==> src/rtl/alu_issue_queue.sv <==
// rtl/alu_issue_queue.sv - out-of-order ALU issue queue with CDB wakeup and oldest-ready select
//
// Ports:
//   clk, rst            clock, synchronous active-high reset
//   flush               kill all entries and discard this cycle's select
//   disp_*              dispatch micro-op (valid/ready handshake, opcode, tags, ready bits, values)
//   cdb_valid/tag/val   wakeup broadcast
//   alu_en, opcode,     registered issue outputs driving the ALU
//   val1, val2,
//   alu_dst_tag
//   iq_count            number of occupied entries

package alu_issue_queue_pkg;
    typedef enum logic [3:0] {
        ADD_I  = 4'd0,
        SUB_I  = 4'd1,
        AND_I  = 4'd2,
        OR_I   = 4'd3,
        XOR_I  = 4'd4,
        SLL_I  = 4'd5,
        SRL_I  = 4'd6,
        SRA_I  = 4'd7,
        SLT_I  = 4'd8,
        SLTU_I = 4'd9,
        BEQ_I  = 4'd10,
        BNE_I  = 4'd11,
        BLT_I  = 4'd12,
        BGE_I  = 4'd13
    } instr_opcode;
endpackage

module alu_issue_queue
    import alu_issue_queue_pkg::*;
#(
    parameter int DEPTH = 4,
    parameter int TAG_W = 6,
    parameter int XLEN  = 32
) (
    input  logic                         clk,
    input  logic                         rst,
    input  logic                         flush,
    input  logic                         disp_valid,
    output logic                         disp_ready,
    input  instr_opcode                  disp_opcode,
    input  logic [TAG_W-1:0]             disp_dst_tag,
    input  logic [TAG_W-1:0]             disp_src1_tag,
    input  logic [TAG_W-1:0]             disp_src2_tag,
    input  logic                         disp_src1_rdy,
    input  logic                         disp_src2_rdy,
    input  logic [XLEN-1:0]              disp_src1_val,
    input  logic [XLEN-1:0]              disp_src2_val,
    input  logic                         cdb_valid,
    input  logic [TAG_W-1:0]             cdb_tag,
    input  logic [XLEN-1:0]              cdb_val,
    output logic                         alu_en,
    output instr_opcode                  opcode,
    output logic [XLEN-1:0]              val1,
    output logic [XLEN-1:0]              val2,
    output logic [TAG_W-1:0]             alu_dst_tag,
    output logic [$clog2(DEPTH+1)-1:0]   iq_count
);

    localparam int CNT_W = $clog2(DEPTH+1);

    typedef struct packed {
        logic              valid;
        instr_opcode       op;
        logic [TAG_W-1:0]  dst;
        logic [TAG_W-1:0]  t1;
        logic              r1;
        logic [XLEN-1:0]   v1;
        logic [TAG_W-1:0]  t2;
        logic              r2;
        logic [XLEN-1:0]   v2;
    } entry_t;

    entry_t             q_q [DEPTH];
    entry_t             q_d [DEPTH];
    logic [CNT_W-1:0]   count_q, count_d;

    logic               issue;
    logic [DEPTH-1:0]   shift;
    instr_opcode        sel_op;
    logic [TAG_W-1:0]   sel_dst;
    logic [XLEN-1:0]    sel_v1, sel_v2;

    entry_t             disp_e;
    logic               disp_fire;
    logic [CNT_W-1:0]   wr_idx;

    logic               alu_en_q;
    instr_opcode        opcode_q;
    logic [XLEN-1:0]    val1_q, val2_q;
    logic [TAG_W-1:0]   dst_q;

    // Oldest-ready select on registered state only. shift[i] marks every
    // slot at or above the selected one; those slots take their upper
    // neighbour's contents when the selected entry leaves.
    always_comb begin
        issue   = 1'b0;
        shift   = '0;
        sel_op  = q_q[0].op;
        sel_dst = q_q[0].dst;
        sel_v1  = q_q[0].v1;
        sel_v2  = q_q[0].v2;
        for (int i = 0; i < DEPTH; i++) begin
            if (!issue && q_q[i].valid && q_q[i].r1 && q_q[i].r2) begin
                issue   = 1'b1;
                sel_op  = q_q[i].op;
                sel_dst = q_q[i].dst;
                sel_v1  = q_q[i].v1;
                sel_v2  = q_q[i].v2;
            end
            shift[i] = issue;
        end
    end

    // Ready does not look at the select, keeping select off the dispatch path.
    assign disp_ready = !rst && (count_q < CNT_W'(DEPTH));
    assign disp_fire  = disp_valid && disp_ready && !flush;
    assign wr_idx     = count_q - CNT_W'(issue);

    // Incoming op, with same-cycle CDB bypass for sources not yet ready.
    always_comb begin
        disp_e       = '0;
        disp_e.valid = 1'b1;
        disp_e.op    = disp_opcode;
        disp_e.dst   = disp_dst_tag;
        disp_e.t1    = disp_src1_tag;
        disp_e.t2    = disp_src2_tag;
        disp_e.r1    = disp_src1_rdy || (cdb_valid && (cdb_tag == disp_src1_tag));
        disp_e.r2    = disp_src2_rdy || (cdb_valid && (cdb_tag == disp_src2_tag));
        disp_e.v1    = disp_src1_rdy ? disp_src1_val : cdb_val;
        disp_e.v2    = disp_src2_rdy ? disp_src2_val : cdb_val;
    end

    // Next queue state: compact, then wake up, then append, then flush.
    always_comb begin
        q_d = q_q;
        for (int i = 0; i < DEPTH - 1; i++) begin
            if (shift[i]) begin
                q_d[i] = q_q[i+1];
            end
        end
        if (shift[DEPTH-1]) begin
            q_d[DEPTH-1].valid = 1'b0;
        end

        for (int i = 0; i < DEPTH; i++) begin
            if (cdb_valid && q_d[i].valid) begin
                if (!q_d[i].r1 && (q_d[i].t1 == cdb_tag)) begin
                    q_d[i].r1 = 1'b1;
                    q_d[i].v1 = cdb_val;
                end
                if (!q_d[i].r2 && (q_d[i].t2 == cdb_tag)) begin
                    q_d[i].r2 = 1'b1;
                    q_d[i].v2 = cdb_val;
                end
            end
        end

        for (int i = 0; i < DEPTH; i++) begin
            if (disp_fire && (CNT_W'(i) == wr_idx)) begin
                q_d[i] = disp_e;
            end
        end

        if (flush) begin
            for (int i = 0; i < DEPTH; i++) begin
                q_d[i].valid = 1'b0;
            end
        end

        count_d = flush ? '0 : (count_q - CNT_W'(issue) + CNT_W'(disp_fire));
    end

    always_ff @(posedge clk) begin
        if (rst) begin
            for (int i = 0; i < DEPTH; i++) begin
                q_q[i] <= '0;
            end
            count_q  <= '0;
            alu_en_q <= 1'b0;
            opcode_q <= instr_opcode'(0);
            val1_q   <= '0;
            val2_q   <= '0;
            dst_q    <= '0;
        end else begin
            q_q     <= q_d;
            count_q <= count_d;
            if (issue && !flush) begin
                alu_en_q <= 1'b1;
                opcode_q <= sel_op;
                val1_q   <= sel_v1;
                val2_q   <= sel_v2;
                dst_q    <= sel_dst;
            end else begin
                alu_en_q <= 1'b0;
            end
        end
    end

    assign alu_en      = alu_en_q;
    assign opcode      = opcode_q;
    assign val1        = val1_q;
    assign val2        = val2_q;
    assign alu_dst_tag = dst_q;
    assign iq_count    = count_q;

endmodule

==> config.mk <==
export PLATFORM = sky130hd
export DESIGN_NAME = alu_issue_queue
export DESIGN_NICKNAME = d
export VERILOG_FILES = /design/src/rtl/alu_issue_queue.sv
export SDC_FILE = /design/constraint.sdc
export NUM_CORES = 1
export LEC_CHECK = 0
export ABC_CLOCK_PERIOD_IN_PS = 8500
export CELL_PAD_IN_SITES_DETAIL_PLACEMENT = 0
export CELL_PAD_IN_SITES_GLOBAL_PLACEMENT = 1
export CORE_MARGIN = 2
export CORE_UTILIZATION = 35
export CTS_CLUSTER_SIZE = 40
export DETAILED_ROUTE_END_ITERATION = 10
export PLACE_DENSITY = 0.75
export REMOVE_ABC_BUFFERS = 1
export SYNTH_ARGS = -nofsm -noshare
export SYNTH_HDL_FRONTEND = slang
export SYNTH_SLANG_ARGS = --single-unit
==> constraint.sdc <==
create_clock -name clk -period 8.5 [get_ports clk]
set_input_delay 1.7 -clock clk [delete_from_list [all_inputs] [get_ports clk]]
set_output_delay 1.7 -clock clk [all_outputs]
set_load 0.05 [all_outputs]
==> impl_metrics.env <==
export IMPL_outcome="finished, final reports clean"
export IMPL_grt_usage_pct=25.74
export IMPL_cpLargestDelayFamily="simple AND/OR/NAND/NOR gates"
export IMPL_path_max_fanout=66
export IMPL_ys_ff_latch=434
export IMPL_cts_buffers_inserted=51
export IMPL_rr_endpoint="q_q[326]$_SDFF_PP0_"
export IMPL_critPathCaptureType="flip-flop"
export IMPL_syn_to_final_growth_pct=17.27
export IMPL_hold_depth=2
export IMPL_syn_avg_cell_area_sq_um=8.045
export IMPL_ioPinCount=210
export IMPL_layoutNonFillerInstCount=4101
export IMPL_ys_types=65
export IMPL_ant_nets=0
export IMPL_path_class="flip-flop to flip-flop"
export IMPL_vias_per_cell=5.893
export IMPL_dp_cells=4006
export IMPL_finalClockSkew_ns=0.02021
export IMPL_rsz0062_at_grt="no"
export IMPL_die_h_microns=271.6
export IMPL_start_util_pct=35.19
export IMPL_holdBufCountCts=0
export IMPL_core_area_sq_mm=0.07124
export IMPL_cp_cell_sequence="and3_4 -> buf_4 -> mux2i_1 -> xnor2_1 -> nor4_4 -> buf_4 -> and2_2 -> o221ai_1"
export IMPL_slew_viol_final=0
export IMPL_whs_endpoint="val2[14]$_SDFFE_PP0P_"
export IMPL_cts_buffer_depth=3
export IMPL_cts_root_buf="clkbuf_16"
export IMPL_grt_max_degree=151
export IMPL_cts_resized=0
export IMPL_setup_viol=0
export IMPL_dr_pass1_iters=5
export IMPL_post_route_period_util_pct=59.92
export IMPL_worstMarginPinSlew_ns=1.185
export IMPL_antenna_found_initial=1
export IMPL_synth_warnings=0
export IMPL_ff2ff_setup_slack_ns=3.41
export IMPL_synthArstFlopShare_pct=0
export IMPL_die_w_microns=271.6
export IMPL_place_gp_congestion=0.7881
export IMPL_grt_overflow=0
export IMPL_vias=24169
export IMPL_crit_buf_inv=2
export IMPL_cp_data_arrival_time_ns=5.54
export IMPL_max_freq_ghz=0.1963
export IMPL_htree_levels=2
export IMPL_worstSetupStartpoint="q_q[355]$_SDFF_PP0_"
export IMPL_routed_wl_microns=97990
export IMPL_cpMostUsedCell="buf_4"
export IMPL_holdCritStartpoint="val2[14]$_SDFFE_PP0P_"
export IMPL_fill_cells=7155
export IMPL_grt_pass1_wl_microns=148500
export IMPL_fin_tns_setup_ns=0
export IMPL_io_buffers=209
export IMPL_cts_sinks=434
export IMPL_drtIter0Drc=2177
export IMPL_p_leak_nw=10.33
export IMPL_grt_pass1_vias=23512
export IMPL_syn_inst=3116
export IMPL_tritoncts="done"
export IMPL_r2r_cells=8
export IMPL_drive_above_1_share_pct=6.508
export IMPL_path_clk_slew_ns=0.07
export IMPL_drc=0
export IMPL_worstPathRequired_ns=8.95
export IMPL_wl_per_cell_microns=23.90
export IMPL_synth_area_sq_mm=0.02507
export IMPL_slowest_stage="and2_2"
export IMPL_critical_path_max_stage_delay_ns=0.96
export IMPL_cellPowerDensity_mw_per_mm2=169.1
export IMPL_hold_viol_final=0
export IMPL_slew_headroom_pct=20.99
export IMPL_holdCritPathClass="flip-flop to flip-flop"
export IMPL_nets=3243
export IMPL_fp_dieArea_sq_mm=0.07378
export IMPL_reg2reg_from="q_q[355]$_SDFF_PP0_"
export IMPL_cap_violations=0
export IMPL_ys_seq_area_share_pct=34.66
export IMPL_clock_latency_ns=0.62
export IMPL_fp_row_count=98
export IMPL_min_period_ns=5.094
export IMPL_synthFlopType="dfxtp_1"
export IMPL_power_total_w=0.004970
export IMPL_vdd_ir_drop_max_mv=0.1355
export IMPL_dp_hpwl_microns=52520
export IMPL_start_kind="flip-flop"
export IMPL_post_cts_buffers=0
export IMPL_synth_edf_count=0
Yosys cell counts, types with 3 or more instances:
library cell / number / area share (%)
o21ai_1: 4 / 0.080
nor3_1: 4 / 0.080
clkbuf_1: 217 / 3.2
nor3b_1: 32 / 0.96
nand2b_1: 73 / 1.8
a22oi_1: 54 / 1.6
mux2_1: 30 / 1.3
and2_1: 67 / 1.7
o22ai_1: 35 / 0.87
nor4_1: 9 / 0.22
o31ai_1: 3 / 0.090
o221ai_2: 30 / 1.8
buf_1: 23 / 0.34
inv_1: 10 / 0.15
o22a_1: 3 / 0.10
buf_4: 19 / 0.57
dfxtp_1: 434 / 35
a32oi_1: 9 / 0.31
a211o_1: 64 / 2.2
and3_1: 14 / 0.35
mux2i_1: 308 / 12
a21oi_1: 239 / 4.8
nand2_1: 524 / 7.8
o21ai_0: 112 / 2.2
buf_2: 40 / 0.80
nand4_1: 10 / 0.25
a211oi_1: 166 / 5.0
o221ai_1: 68 / 2.4
xnor2_1: 31 / 1.1
ha_1: 3 / 0.15
nand3_1: 125 / 2.5
o211ai_1: 9 / 0.27
nor2_1: 228 / 3.4
nor3_2: 4 / 0.16
a311oi_1: 49 / 1.7
buf_6: 11 / 0.49
nor4_2: 7 / 0.35
xor2_1: 14 / 0.49
layer usage:
metal,track usage (%),up-vias,routed length (microns)
li1,-,11297,-
met1,34.97,11773,43700
met2,41.74,910,44820
met3,3.361,189,6279
met4,9.182,0,3196
met5,0,-,0
placed cells by master, fill, tap and decap left out, drive strengths merged, types with 5 or more instances in the layout:
cell type and instances:
a311oi 49, o221ai 98, buf 44, nand4 11, o22ai 35, inv 12, nand2 524, a32oi 9
a22oi 54, clkbuf 69, o31ai 5, and3 15, and2 67, bufinv 9, nand2b 73, nor2 228
nand3 125, mux2i 308, dfxtp 434, clkinv 14, xnor2 31, a21oi 239, xor2 14, o21ai 116
clkdlybuf4s50 206, nor4 17, nor3 9, a211o 64, nor3b 32, o211ai 9, a211oi 166, mux2 32
registers in the layout (all words and copies together), names as in the netlist:
register     count
q_q            356
val1            32
alu_dst_tag      6
iq_count         3
alu_en           1
opcode           4
val2            32
cell type report:
class,instances,area (sq um),share of cell area (%)
Inverter,10,37.54,0.1277
Antenna cell,1,2.502,0.008512
Timing Repair Buffer,250,2432,8.273
Clock inverter,25,357.8,1.217
Clock buffer,69,1486,5.056
Tap cell,950,1189,4.043
Multi-Input combinational cell,2362,15210,51.72
Sequential cell,434,8688,29.55
worst register-to-register path: cells and delay by family, from the launching register on:
| kind | cells | cell delay [ns] |
|---|---|---|
| simple gates | 3 | 2.06 |
| buf+inv | 2 | 1.47 |
| mux | 1 | 0.47 |
| flops | 1 | 0.46 |
| compound gates | 1 | 0.28 |
| xor+xnor | 1 | 0.19 |
report_power, final:
part / switching (W) / leakage, nW / internal [W]
Combinational: 0.000276 / 5.90 / 0.000162
Sequential: 0.0000147 / 3.51 / 0.00206
Clock: 0.000960 / 0.923 / 0.00150
how the worst max path moves through the flow:
stage,endpoint,slack [ns],depth (start not counted)
2_1_floorplan,opcode[0]$_SDFFE_PP0P_,-0.64,5
3_3_place_gp,q_q[341]$_SDFF_PP0_,3.16,7
6_report,q_q[326]$_SDFF_PP0_,3.41,8
3_5_place_dp,q_q[341]$_SDFF_PP0_,3.12,7
5_1_grt,q_q[307]$_SDFF_PP0_,3.21,8
4_1_cts,q_q[335]$_SDFF_PP0_,3.43,8
kinds of logic after synthesis:
logic type / synth area share [%]
DFF: 34.66
xor gates and xnor gates: 1.572
buffers and inverters: 5.605
AOI/OAI and AO/OA: 24.09
and+or+nand+nor: 20.19
muxes: 13.74
adders and majority gates: 0.1497
per-stage QoR:
| stage | hold WS [ns] | instance area, sq um | utilization (%) | worst slack [ns] |
|---|---|---|---|---|
| floorplan | 0.4438 | 23700 | - | -0.6393 |
| global placement | 0.4539 | 27550 | 38.68 | 3.159 |
| detailed placement | 0.4635 | 27550 | 38.68 | 3.123 |
| CTS | 0.4750 | 29400 | 41.26 | 3.425 |
| global route | 0.4893 | 29400 | 41.27 | 3.205 |
| finish | 0.4728 | 29400 | 41.27 | 3.406 |
No activity file was read; power rests on OpenSTA's default activity.
